## src/rtl/key_event_ctrl_if.sv

```systemverilog
// Register-bus bundle between the CPU-side I/O decoder and key_event_ctrl.
// Purely combinational wiring. The bus has no handshake.
// A read strobe gets its data on the following cycle, and writes are accepted every cycle.
interface key_event_ctrl_if;
    logic [1:0]  addr;
    logic        we;
    logic [31:0] wdata;
    logic        re;
    logic [31:0] rdata;
    logic        intr;

    // CPU / bus-decoder side
    modport master (
        output addr,
        output we,
        output wdata,
        output re,
        input  rdata,
        input  intr
    );

    // Key event controller side
    modport slave (
        input  addr,
        input  we,
        input  wdata,
        input  re,
        output rdata,
        output intr
    );
endinterface

```

## src/rtl/key_event_ctrl.sv

```systemverilog
// Turns debounced key levels into press events and queues key indices for the CPU.
// Latency: press to pending takes 1 cycle, pending to FIFO takes 2 cycles, and a read returns RDATA 1 cycle after RE.
// Backpressure: a full FIFO stalls the scan and presses stay pending. Re-pressing a key that is still pending while the FIFO is full sets OVF.
module key_event_ctrl #(
    parameter int BITS  = 4,
    parameter int IDXW  = 2,
    parameter int DEPTH = 4,
    parameter int PTRW  = 2
) (
    input  logic                clk,
    input  logic                rst,
    input  logic [BITS-1:0]     din,
    key_event_ctrl_if.slave     bus
);

    localparam logic [1:0] ADDR_DATA   = 2'd0;
    localparam logic [1:0] ADDR_STATUS = 2'd1;
    localparam logic [1:0] ADDR_CTRL   = 2'd2;
    localparam logic [1:0] ADDR_MASK   = 2'd3;

    localparam logic [PTRW:0] COUNT_FULL = (PTRW+1)'(DEPTH);

    typedef enum logic {
        IDLE = 1'b0,
        PUSH = 1'b1
    } state_t;

    // ------------------------------------------------------------------
    // State
    // ------------------------------------------------------------------
    state_t            state;
    logic [IDXW-1:0]   sel;

    logic [BITS-1:0]   prev;
    logic              armed;
    logic [BITS-1:0]   pending;
    logic              ovf;
    logic              ie;
    logic [BITS-1:0]   mask;

    logic [IDXW-1:0]   mem [DEPTH];
    logic [PTRW-1:0]   wp;
    logic [PTRW-1:0]   rp;
    logic [PTRW:0]     count;

    // ------------------------------------------------------------------
    // Combinational helpers
    // ------------------------------------------------------------------
    logic [BITS-1:0]   rise;
    logic [BITS-1:0]   clr;
    logic [IDXW-1:0]   low_idx;
    logic              full;
    logic              empty;
    logic              push;
    logic              pop;
    logic              rd_data_sel;
    logic              ovf_set;
    logic              ovf_clr;
    logic [PTRW:0]     count_next;
    logic [31:0]       rd_mux;

    // Rising edges of enabled keys. Armed blocks the first cycle after
    // reset, because prev is still zero then and a key held through reset
    // would otherwise look like a new press.
    assign rise = din & ~prev & mask & {BITS{armed}};

    assign full  = (count == COUNT_FULL);
    assign empty = (count == '0);

    // The FSM only enters PUSH when the FIFO has room, and a pop can only
    // lower the count, so a push never lands on a full FIFO.
    assign push = (state == PUSH);

    // A DATA read on an empty FIFO is not a pop, even if a push is landing
    // in the same cycle. The new entry becomes visible on the next read.
    assign rd_data_sel = bus.re && (bus.addr == ADDR_DATA);
    assign pop         = rd_data_sel && !empty;

    // Overflow: a press was lost because its key was already waiting and
    // there was no room to queue the earlier one.
    assign ovf_set = (|(rise & pending)) && full;
    assign ovf_clr = bus.we && (bus.addr == ADDR_STATUS) && bus.wdata[31];

    // Lowest-index pending key, chosen when the scan leaves IDLE.
    always_comb begin
        low_idx = '0;
        for (int i = BITS - 1; i >= 0; i--) begin
            if (pending[i]) begin
                low_idx = IDXW'(i);
            end
        end
    end

    // One-hot clear for the key that is being written into the FIFO this cycle.
    always_comb begin
        clr = '0;
        if (push) begin
            clr[sel] = 1'b1;
        end
    end

    // FIFO occupancy after this cycle's push/pop.
    always_comb begin
        count_next = count;
        case ({push, pop})
            2'b10:   count_next = count + 1'b1;
            2'b01:   count_next = count - 1'b1;
            default: count_next = count;
        endcase
    end

    // Read-data mux. The result is captured into RDATA only on a read strobe.
    always_comb begin
        rd_mux = '0;
        case (bus.addr)
            ADDR_DATA: begin
                if (!empty) begin
                    rd_mux[31]         = 1'b1;
                    rd_mux[IDXW-1:0]   = mem[rp];
                end
            end
            ADDR_STATUS: begin
                rd_mux[31]         = ovf;
                rd_mux[8 +: BITS]  = pending;
                rd_mux[PTRW:0]     = count;
            end
            ADDR_CTRL: begin
                rd_mux[0] = ie;
            end
            default: begin
                rd_mux[BITS-1:0] = mask;
            end
        endcase
    end

    // ------------------------------------------------------------------
    // Sequential logic
    // ------------------------------------------------------------------

    // Edge history, arming, and the sticky pending mask.
    // A new press on the key being consumed this cycle stays pending, so it
    // is not lost.
    always_ff @(posedge clk or posedge rst) begin
        if (rst) begin
            prev    <= '0;
            armed   <= 1'b0;
            pending <= '0;
        end else begin
            prev    <= din;
            armed   <= 1'b1;
            pending <= (pending & ~clr) | rise;
        end
    end

    // Sticky overflow flag. A new overflow wins over a simultaneous clear,
    // so the CPU never misses one.
    always_ff @(posedge clk or posedge rst) begin
        if (rst) begin
            ovf <= 1'b0;
        end else if (ovf_set) begin
            ovf <= 1'b1;
        end else if (ovf_clr) begin
            ovf <= 1'b0;
        end
    end

    // Scan FSM: pick the lowest pending key, then commit it to the FIFO on
    // the next cycle. This gives one event every two cycles.
    always_ff @(posedge clk or posedge rst) begin
        if (rst) begin
            state <= IDLE;
            sel   <= '0;
        end else begin
            case (state)
                IDLE: begin
                    if ((pending != '0) && !full) begin
                        sel   <= low_idx;
                        state <= PUSH;
                    end
                end
                PUSH: begin
                    state <= IDLE;
                end
                default: begin
                    state <= IDLE;
                end
            endcase
        end
    end

    // Event storage. It needs no reset because the pointers and count define
    // which entries are valid.
    always_ff @(posedge clk) begin
        if (push) begin
            mem[wp] <= sel;
        end
    end

    // FIFO pointers and occupancy. The pointers wrap naturally at DEPTH.
    always_ff @(posedge clk or posedge rst) begin
        if (rst) begin
            wp    <= '0;
            rp    <= '0;
            count <= '0;
        end else begin
            if (push) begin
                wp <= wp + 1'b1;
            end
            if (pop) begin
                rp <= rp + 1'b1;
            end
            count <= count_next;
        end
    end

    // Control registers. Writes and reads in the same cycle are independent,
    // so a read returns the value from before the write.
    always_ff @(posedge clk or posedge rst) begin
        if (rst) begin
            ie   <= 1'b0;
            mask <= '1;
        end else if (bus.we) begin
            case (bus.addr)
                ADDR_CTRL: ie   <= bus.wdata[0];
                ADDR_MASK: mask <= bus.wdata[BITS-1:0];
                default: ;
            endcase
        end
    end

    // Registered read data (it holds between reads) and the interrupt line.
    // The interrupt tracks the post-update occupancy, so it drops with the
    // pop that empties the FIFO.
    always_ff @(posedge clk or posedge rst) begin
        if (rst) begin
            bus.rdata <= '0;
            bus.intr  <= 1'b0;
        end else begin
            if (bus.re) begin
                bus.rdata <= rd_mux;
            end
            bus.intr <= ie & (count_next != '0);
        end
    end

endmodule

```

## src/flat_wrapper.sv

```systemverilog
// flat-port wrapper written by rule: the top's interface ports become plain ports
module key_event_ctrl_flat 
#(
    parameter int BITS  = 4,
    parameter int IDXW  = 2,
    parameter int DEPTH = 4,
    parameter int PTRW  = 2
)
  (clk, rst, din, bus_addr, bus_we, bus_wdata, bus_re, bus_rdata, bus_intr);
  key_event_ctrl_if bus_i ();
  input  logic clk;
  input  logic rst;
  input  logic [BITS-1:0] din;
  input wire logic [$bits(bus_i.addr)-1:0] bus_addr;
  input wire logic [$bits(bus_i.we)-1:0] bus_we;
  input wire logic [$bits(bus_i.wdata)-1:0] bus_wdata;
  input wire logic [$bits(bus_i.re)-1:0] bus_re;
  output wire logic [$bits(bus_i.rdata)-1:0] bus_rdata;
  output wire logic [$bits(bus_i.intr)-1:0] bus_intr;
  assign bus_i.addr = bus_addr;
  assign bus_i.we = bus_we;
  assign bus_i.wdata = bus_wdata;
  assign bus_i.re = bus_re;
  assign bus_rdata = bus_i.rdata;
  assign bus_intr = bus_i.intr;
  key_event_ctrl #(.BITS(BITS), .IDXW(IDXW), .DEPTH(DEPTH), .PTRW(PTRW)) u_core (.clk(clk), .rst(rst), .din(din), .bus(bus_i));
endmodule
```

## config.mk

```make
export PLATFORM = sky130hd
export DESIGN_NAME = key_event_ctrl_flat
export DESIGN_NICKNAME = d
export VERILOG_FILES = /design/src/rtl/key_event_ctrl_if.sv /design/src/rtl/key_event_ctrl.sv /design/src/flat_wrapper.sv
export SDC_FILE = /design/constraint.sdc
export NUM_CORES = 1
export LEC_CHECK = 0
export ABC_CLOCK_PERIOD_IN_PS = 4300
export BUFFER_PORTS_ARGS = -buffer_cell sky130_fd_sc_hd__buf_2
export CORE_MARGIN = 4
export CORE_UTILIZATION = 45
export CTS_BUF_LIST = sky130_fd_sc_hd__clkbuf_4 sky130_fd_sc_hd__clkbuf_8
export DETAILED_ROUTE_END_ITERATION = 12
export HOLD_SLACK_MARGIN = 0.12
export PLACE_DENSITY_LB_ADDON = 0.3
export SYNTH_ARGS = -nofsm -noshare
export SYNTH_HDL_FRONTEND = slang
export SYNTH_SLANG_ARGS = --single-unit
```

## constraint.sdc

```tcl
create_clock -name clk -period 4.3 [get_ports clk]
set_input_delay 0.215 -clock clk [delete_from_list [all_inputs] [get_ports clk]]
set_output_delay 0.215 -clock clk [all_outputs]
set_load 0.01 [all_outputs]
```

# Word level (Yosys, flattened, before mapping)

Memories as Yosys holds them, arrays and structs flattened.
Cells that the tools add are included.

Add/subtract/negate cells: 4
$lt $le $gt $ge: 2
Equality and inequality tests: 6
Multiplexer cells: 22
Bitwise logic cells: 10
Reductions and logical operators: 20

Operators by type and width:

| kind                  | number |
|---|---|
| $and A4 B4 Y4         | 5 |
| $mux W2               | 5 |
| $mux W1               | 8 |
| $mux W4               | 2 |
| $not A4 Y4            | 2 |
| $logic_and A1 B1 Y1   | 7 |
| $eq A2 B2 Y1 const B  | 3 |
| $pmux W1 S2           | 3 |
| $pmux W1 S3           | 2 |
| $pmux W3 S2           | 1 |
| $reduce_and A2 Y1     | 3 |
| $add A2 B1 Y2 const B | 2 |
| $eq A2 B1 Y1 const B  | 2 |
| $or A4 B4 Y4          | 1 |
| $reduce_bool A4 Y1    | 1 |
| $reduce_or A4 Y1      | 1 |
| $add A3 B1 Y3 const B | 1 |
| $eq A3 B3 Y1 const B  | 1 |
| $logic_not A3 Y1      | 1 |
| $lt A2 B3 Y1 const B  | 1 |
| $reduce_bool A3 Y1    | 1 |
| $reduce_or A3 Y1      | 1 |
| $sub A3 B1 Y3 const B | 1 |
| $demux W1 S2          | 1 |
| other kinds (7)       | 8 |

Register bits: 35
RAM bits: 8
Bits of input ports: 42
Output and inout bits: 33
Word-level logic and storage cells: 78
Memories: 1

Memory list:

| name       | depth | width | rd ports | clocked after Yosys merged registers in | wr ports | line                 | source |
|---|---|---|---|---|---|---|---|
| u_core.mem | 4     | 2     | 1        | 0                                       | 1        | key_event_ctrl.sv:41 | `logic [IDXW-1:0] mem [DEPTH];` |

# Logic depth before layout (Yosys ltp)

Depth in word-level cells: 8
Mapped depth: 10
Gate-level depth less buffers: 10

# Worst setup path before layout

Ideal clock, no wire load.

Path kind: flip-flop to flip-flop
Start: register u_core.count[0]
End: register u_core.bus.intr
Setup time: 0.124 ns
Arrival: 1.961 ns
Required time: 4.176 ns
Slack: 2.215 ns
Stages on the path, launching flop included: 11
Buffers on the path: 0
Period minus slack after synthesis: 2.085 ns
Path through: dfrtp_1 -> nor3_2 -> nor3_4 -> and2_4 -> ha_1 -> inv_1 -> fa_1 -> xor2_1 -> nor2_1 -> xor2_1 -> o31a_1

Cells in the longest elaborated chain, start to end: 7
Elaborated cells between the ends (all ways): 10
Classes of those cells: add/sub (2); eq/ne (2); mux (1); bitwise (1); reduce/logical (4)

RTL lines:

| item                                                | line                    | source |
|---|---|---|
| from (decl)                                         | key_event_ctrl.sv:44    | `logic [PTRW:0] count;` |
| from (signal assigned)                              | key_event_ctrl.sv:212   | `count <= count_next;` |
| $logic_not A3 Y1                                    | key_event_ctrl.sv:68    | `assign empty = (count == '0);` |
| $logic_not A1 Y1                                    | key_event_ctrl.sv:77    | `assign pop = rd_data_sel && !empty;` |
| $logic_and A1 B1 Y1                                 | key_event_ctrl.sv:77    |  |
| $eq A2 B1 Y1 / $eq A2 B2 Y1 (equally long branches) | key_event_ctrl.sv:105   | `case ({push, pop})` |
| $pmux W3 S2 (*)                                     | key_event_ctrl.sv:105   |  |
| net u_core.count_next[2]                            | key_event_ctrl.sv:59    | `logic [PTRW:0] count_next;` |
| $reduce_bool A3 Y1 (*)                              | key_event_ctrl.sv:242   | `bus.intr <= ie & (count_next != '0);` |
| $and A1 B1 Y1 (*)                                   | key_event_ctrl.sv:242   |  |
| to (signal assigned)                                | key_event_ctrl.sv:242   |  |
| to (decl)                                           | key_event_ctrl_if.sv:29 | `output intr` |

The timed path passes the listed nets; every way through them passes the cells marked *.
A chain may end at the register's enable or synchronous reset.

# Worst setup path in the final report

Start: register u_core.count[2]
End: register u_core.bus.intr

The elaborated chain is that of the path after synthesis.

==> results.toml <==
[run_status]
run_status = "finished, final reports clean"

[global_routing]
grt_first_pass_wirelength_um = 6010
track_usage_pct = 12.7
globalRouteOverflowTotal = 0
maximum_number_of_pins_on_one_net_before_global_route_repair = 36
number_of_antenna_violations_at_the_first_check_in_global_routing = 0
via_count_of_the_first_global_routing_pass = 1283

[critical_path]
cp.arrival_ns = 2.47
worst_setup_path_start_kind = "flip-flop"
worstSetupStartpoint = "u_core.count[2]$_DFF_PP0_"
kind_of_critical_path = "reg2reg"
ff2ff_path_depth = 10
crit_path_end = "u_core.bus.intr$_DFF_PP0_"
cp-end-kind = "flip-flop"
r2r_start = "u_core.count[2]$_DFF_PP0_"
cp_max_fo = 5
r2r_setup_slack_ns = 2.00
critPathRequiredTime_ns = 4.47
r2r_end = "u_core.bus.intr$_DFF_PP0_"

[clock_tree]
clk_transition_reported_paths_ns = 0.08
cts_hold_buffers = 5
clk_root_buffer_cell = "sky130_fd_sc_hd__clkbuf_8"
clock_buffer_count_from_cts = 5
clock-sinks = 43
cts_post_setup_buffers_inserted = 0
clock_latency_ns = 0.29
cts_resized = 0
clockBufferDepth = 2
tritoncts_clock_tree = "yes"
h-tree-depth = 2

[drt]
drtIter0Drc = 105
vias = 1301
detailedRoute.firstPassIterationCount = 4
antenna_left = 0
drt-wirelength-per-cell_um = 13.6
viasPerCell = 4.85
drt_drc_violations_left = 0
totalWireLength_um = 3640

[power_and_ir_drop]
power_density_nw_per_um2 = 582
p_leak_nw = 1.07
vdd_drop_max_mv = 0.385

[run]
max_cap_violations = 0

[timing]
maxSlewViolCount = 0
min_period_ns = 2.30
setup_viol_count_final = 0
post-route-period-util_pct = 53.5
setup-tns-final_ns = 0
timing.fmax_mhz = 435
final-hold-violation-count = 0
fin_worst_skew_ns = 0.00626
setup_repair_after_global_routing_missed_its_margin = "false"

[synth]
synth_cell_type_count = 41
synthesis.area_um2 = 2080
synth-edff-count = 8
postSynthRegisterBits = 43
synth_sequential_area_ratio_pct = 54.0
synth-async-reset-ratio_pct = 81.4
synthesis.yosys.warnings = 0
ys.flop_type = "sky130_fd_sc_hd__dfrtp_1"
post_synth.cell_area_avg_um2 = 11.3
synthesis.instances = 184

[die]
pin_count = 75
die_height_um = 75.9
die-area_um2 = 5770
core-area_um2 = 4410
initial_utilization_pct = 47.1
placementRows = 24
die_w_um = 75.9

[final_layout]
num-nets-final = 263
post-route-util_pct = 52.2
areaGrowthSynthToFinish_pct = 10.9
design_area_um2 = 2300
n_antenna_cell = 0
filler_instances = 410
drive_gt1_share_pct = 21.3

[worst_hold_path]
hp-class = "in2reg"

[place]
portBuffers = 24
post_dp_cell_area_um2 = 2150
dp_hpwl_um = 2690
gpl.final_weighted_congestion = 0.816
-- per-stage QoR --
step	std cells	setup slack [ns]	power, W	hold WS [ns]
after detailed placement	255	2.01	0.00107	0.341
after global placement	255	2.03	0.00106	0.336
after CTS	268	1.99	0.00136	0.131
final	268	2.00	0.00134	0.133
after global routing	268	1.88	0.00144	0.126
after floorplan	206	2.21	0.000972	0.246
-- synth_stat cells (5+ instances only) --
cell | number | area, um2
sky130_fd_sc_hd__a21oi_1 | 5 | 25.0
sky130_fd_sc_hd__buf_4 | 23 | 173
sky130_fd_sc_hd__dfrtp_1 | 31 | 776
sky130_fd_sc_hd__edfxtp_1 | 8 | 240
sky130_fd_sc_hd__ha_1 | 5 | 62.6
sky130_fd_sc_hd__inv_1 | 16 | 60.1
sky130_fd_sc_hd__mux2_1 | 5 | 56.3
sky130_fd_sc_hd__nand2_1 | 14 | 52.6
sky130_fd_sc_hd__nor2_1 | 8 | 30.0
sky130_fd_sc_hd__o21ai_1 | 5 | 25.0
sky130_fd_sc_hd__o22ai_1 | 9 | 56.3
-- registers in the layout, summed over array words and instances, names as in the netlist --
register and flops:
u_core.bus.rdata 9, u_core.ovf 1, u_core.sel 2, u_core.prev 4
u_core.armed 1, u_core.ie 1, u_core.rp 2, u_core.count 3
u_core.mask 4, u_core.push 1, u_core.pending 4, u_core.wp 2
u_core.mem 8, u_core.bus.intr 1
-- cell type report --
class | count | area, um2 | area share, %
flip-flops and latches | 43 | 1120 | 48.7
well taps | 52 | 65.1 | 2.82
multi-input cells | 117 | 768 | 33.4
inverters | 18 | 67.6 | 2.93
clock buffers | 8 | 104 | 4.51
repair buffers | 30 | 178 | 7.71
-- cell families (layout without fill, tap and decap cells) --
family                   Yosys count  after routing  synth area share, %
adder cells (fa/ha/maj)            6              6                 3.98
flip-flops                        43             43                 54.0
other                              2             24                0.362
AO/OA/AOI/OAI                     30             30                 9.16
AND/OR/NAND/NOR                   42             42                 11.1
buffers and inverters             46             56                 13.0
multiplexers                       9              9                 5.84
XOR/XNOR                           6              6                 2.53
-- cell usage in the layout, fill, tap and decap left out, types with 2 or more instances in the layout --
cell | netlist | routed
sky130_fd_sc_hd__dfrtp_1 | 31 | 31
sky130_fd_sc_hd__conb_1 | 2 | 24
sky130_fd_sc_hd__buf_2 | 3 | 24
sky130_fd_sc_hd__inv_1 | 16 | 16
sky130_fd_sc_hd__nand2_1 | 14 | 14
sky130_fd_sc_hd__o22ai_1 | 9 | 9
sky130_fd_sc_hd__nor2_1 | 8 | 8
sky130_fd_sc_hd__edfxtp_1 | 8 | 8
sky130_fd_sc_hd__clkbuf_8 | 0 | 7
sky130_fd_sc_hd__mux2_1 | 5 | 5
sky130_fd_sc_hd__a21oi_1 | 5 | 5
sky130_fd_sc_hd__o21ai_1 | 5 | 5
sky130_fd_sc_hd__ha_1 | 5 | 5
sky130_fd_sc_hd__dlygate4sd3_1 | 0 | 5
sky130_fd_sc_hd__xor2_1 | 4 | 4
sky130_fd_sc_hd__nand4b_1 | 4 | 4
sky130_fd_sc_hd__and2_1 | 4 | 4
sky130_fd_sc_hd__dfstp_2 | 4 | 4
sky130_fd_sc_hd__nand3_1 | 3 | 3
sky130_fd_sc_hd__o21ai_0 | 3 | 3
sky130_fd_sc_hd__xnor2_1 | 2 | 2
sky130_fd_sc_hd__o22a_1 | 2 | 2
sky130_fd_sc_hd__inv_2 | 2 | 2
sky130_fd_sc_hd__mux2i_1 | 2 | 2
sky130_fd_sc_hd__mux4_2 | 2 | 2
sky130_fd_sc_hd__nand2b_1 | 2 | 2
-- how the worst min path moves through the flow --
stage	end	cells after the start	slack, ns	startpoint
after floorplan	u_core.prev[0]$_DFF_PP0_	0	0.25	din[0]
after global placement	u_core.wp[1]$_DFFE_PP0P_	3	0.34	rst
after detailed placement	u_core.wp[0]$_DFFE_PP0P_	3	0.34	rst
after CTS	u_core.mask[3]$_DFFE_PP1P_	2	0.13	bus_wdata[3]
after global routing	u_core.mask[3]$_DFFE_PP1P_	2	0.13	bus_wdata[3]
final	u_core.mask[3]$_DFFE_PP1P_	2	0.13	bus_wdata[3]
-- power by group --
| part | leakage (nW) | switching, W | internal (W) | total (W) |
|---|---|---|---|---|
| sequential | 0.494 | 0.000128 | 0.000559 | 0.000687 |
| combinational | 0.526 | 0.000196 | 0.000177 | 0.000374 |
| clock | 0.0549 | 0.000127 | 0.000153 | 0.000280 |
-- metal layers --
metal  vias to the layer above  GRT usage (%)  wire (um)
met2                        37           19.4       1700
li1                        632              -          -
met5                         -              0          0
met4                         0           3.20         38
met3                         7           4.38        228
met1                       625           17.3       1680
-- worst max-delay path: stages, from the launching register on --
cell and delay, ns:
sky130_fd_sc_hd__dfrtp_1 0.46, sky130_fd_sc_hd__nor3_2 0.09, sky130_fd_sc_hd__nor3_4 0.21, sky130_fd_sc_hd__and2_4 0.20, sky130_fd_sc_hd__ha_1 0.17, sky130_fd_sc_hd__inv_1 0.06
sky130_fd_sc_hd__fa_1 0.37, sky130_fd_sc_hd__xor2_1 0.14, sky130_fd_sc_hd__nor2_1 0.06, sky130_fd_sc_hd__xor2_1 0.16, sky130_fd_sc_hd__o31a_1 0.26
No activity file was read; power rests on OpenSTA's default activity.
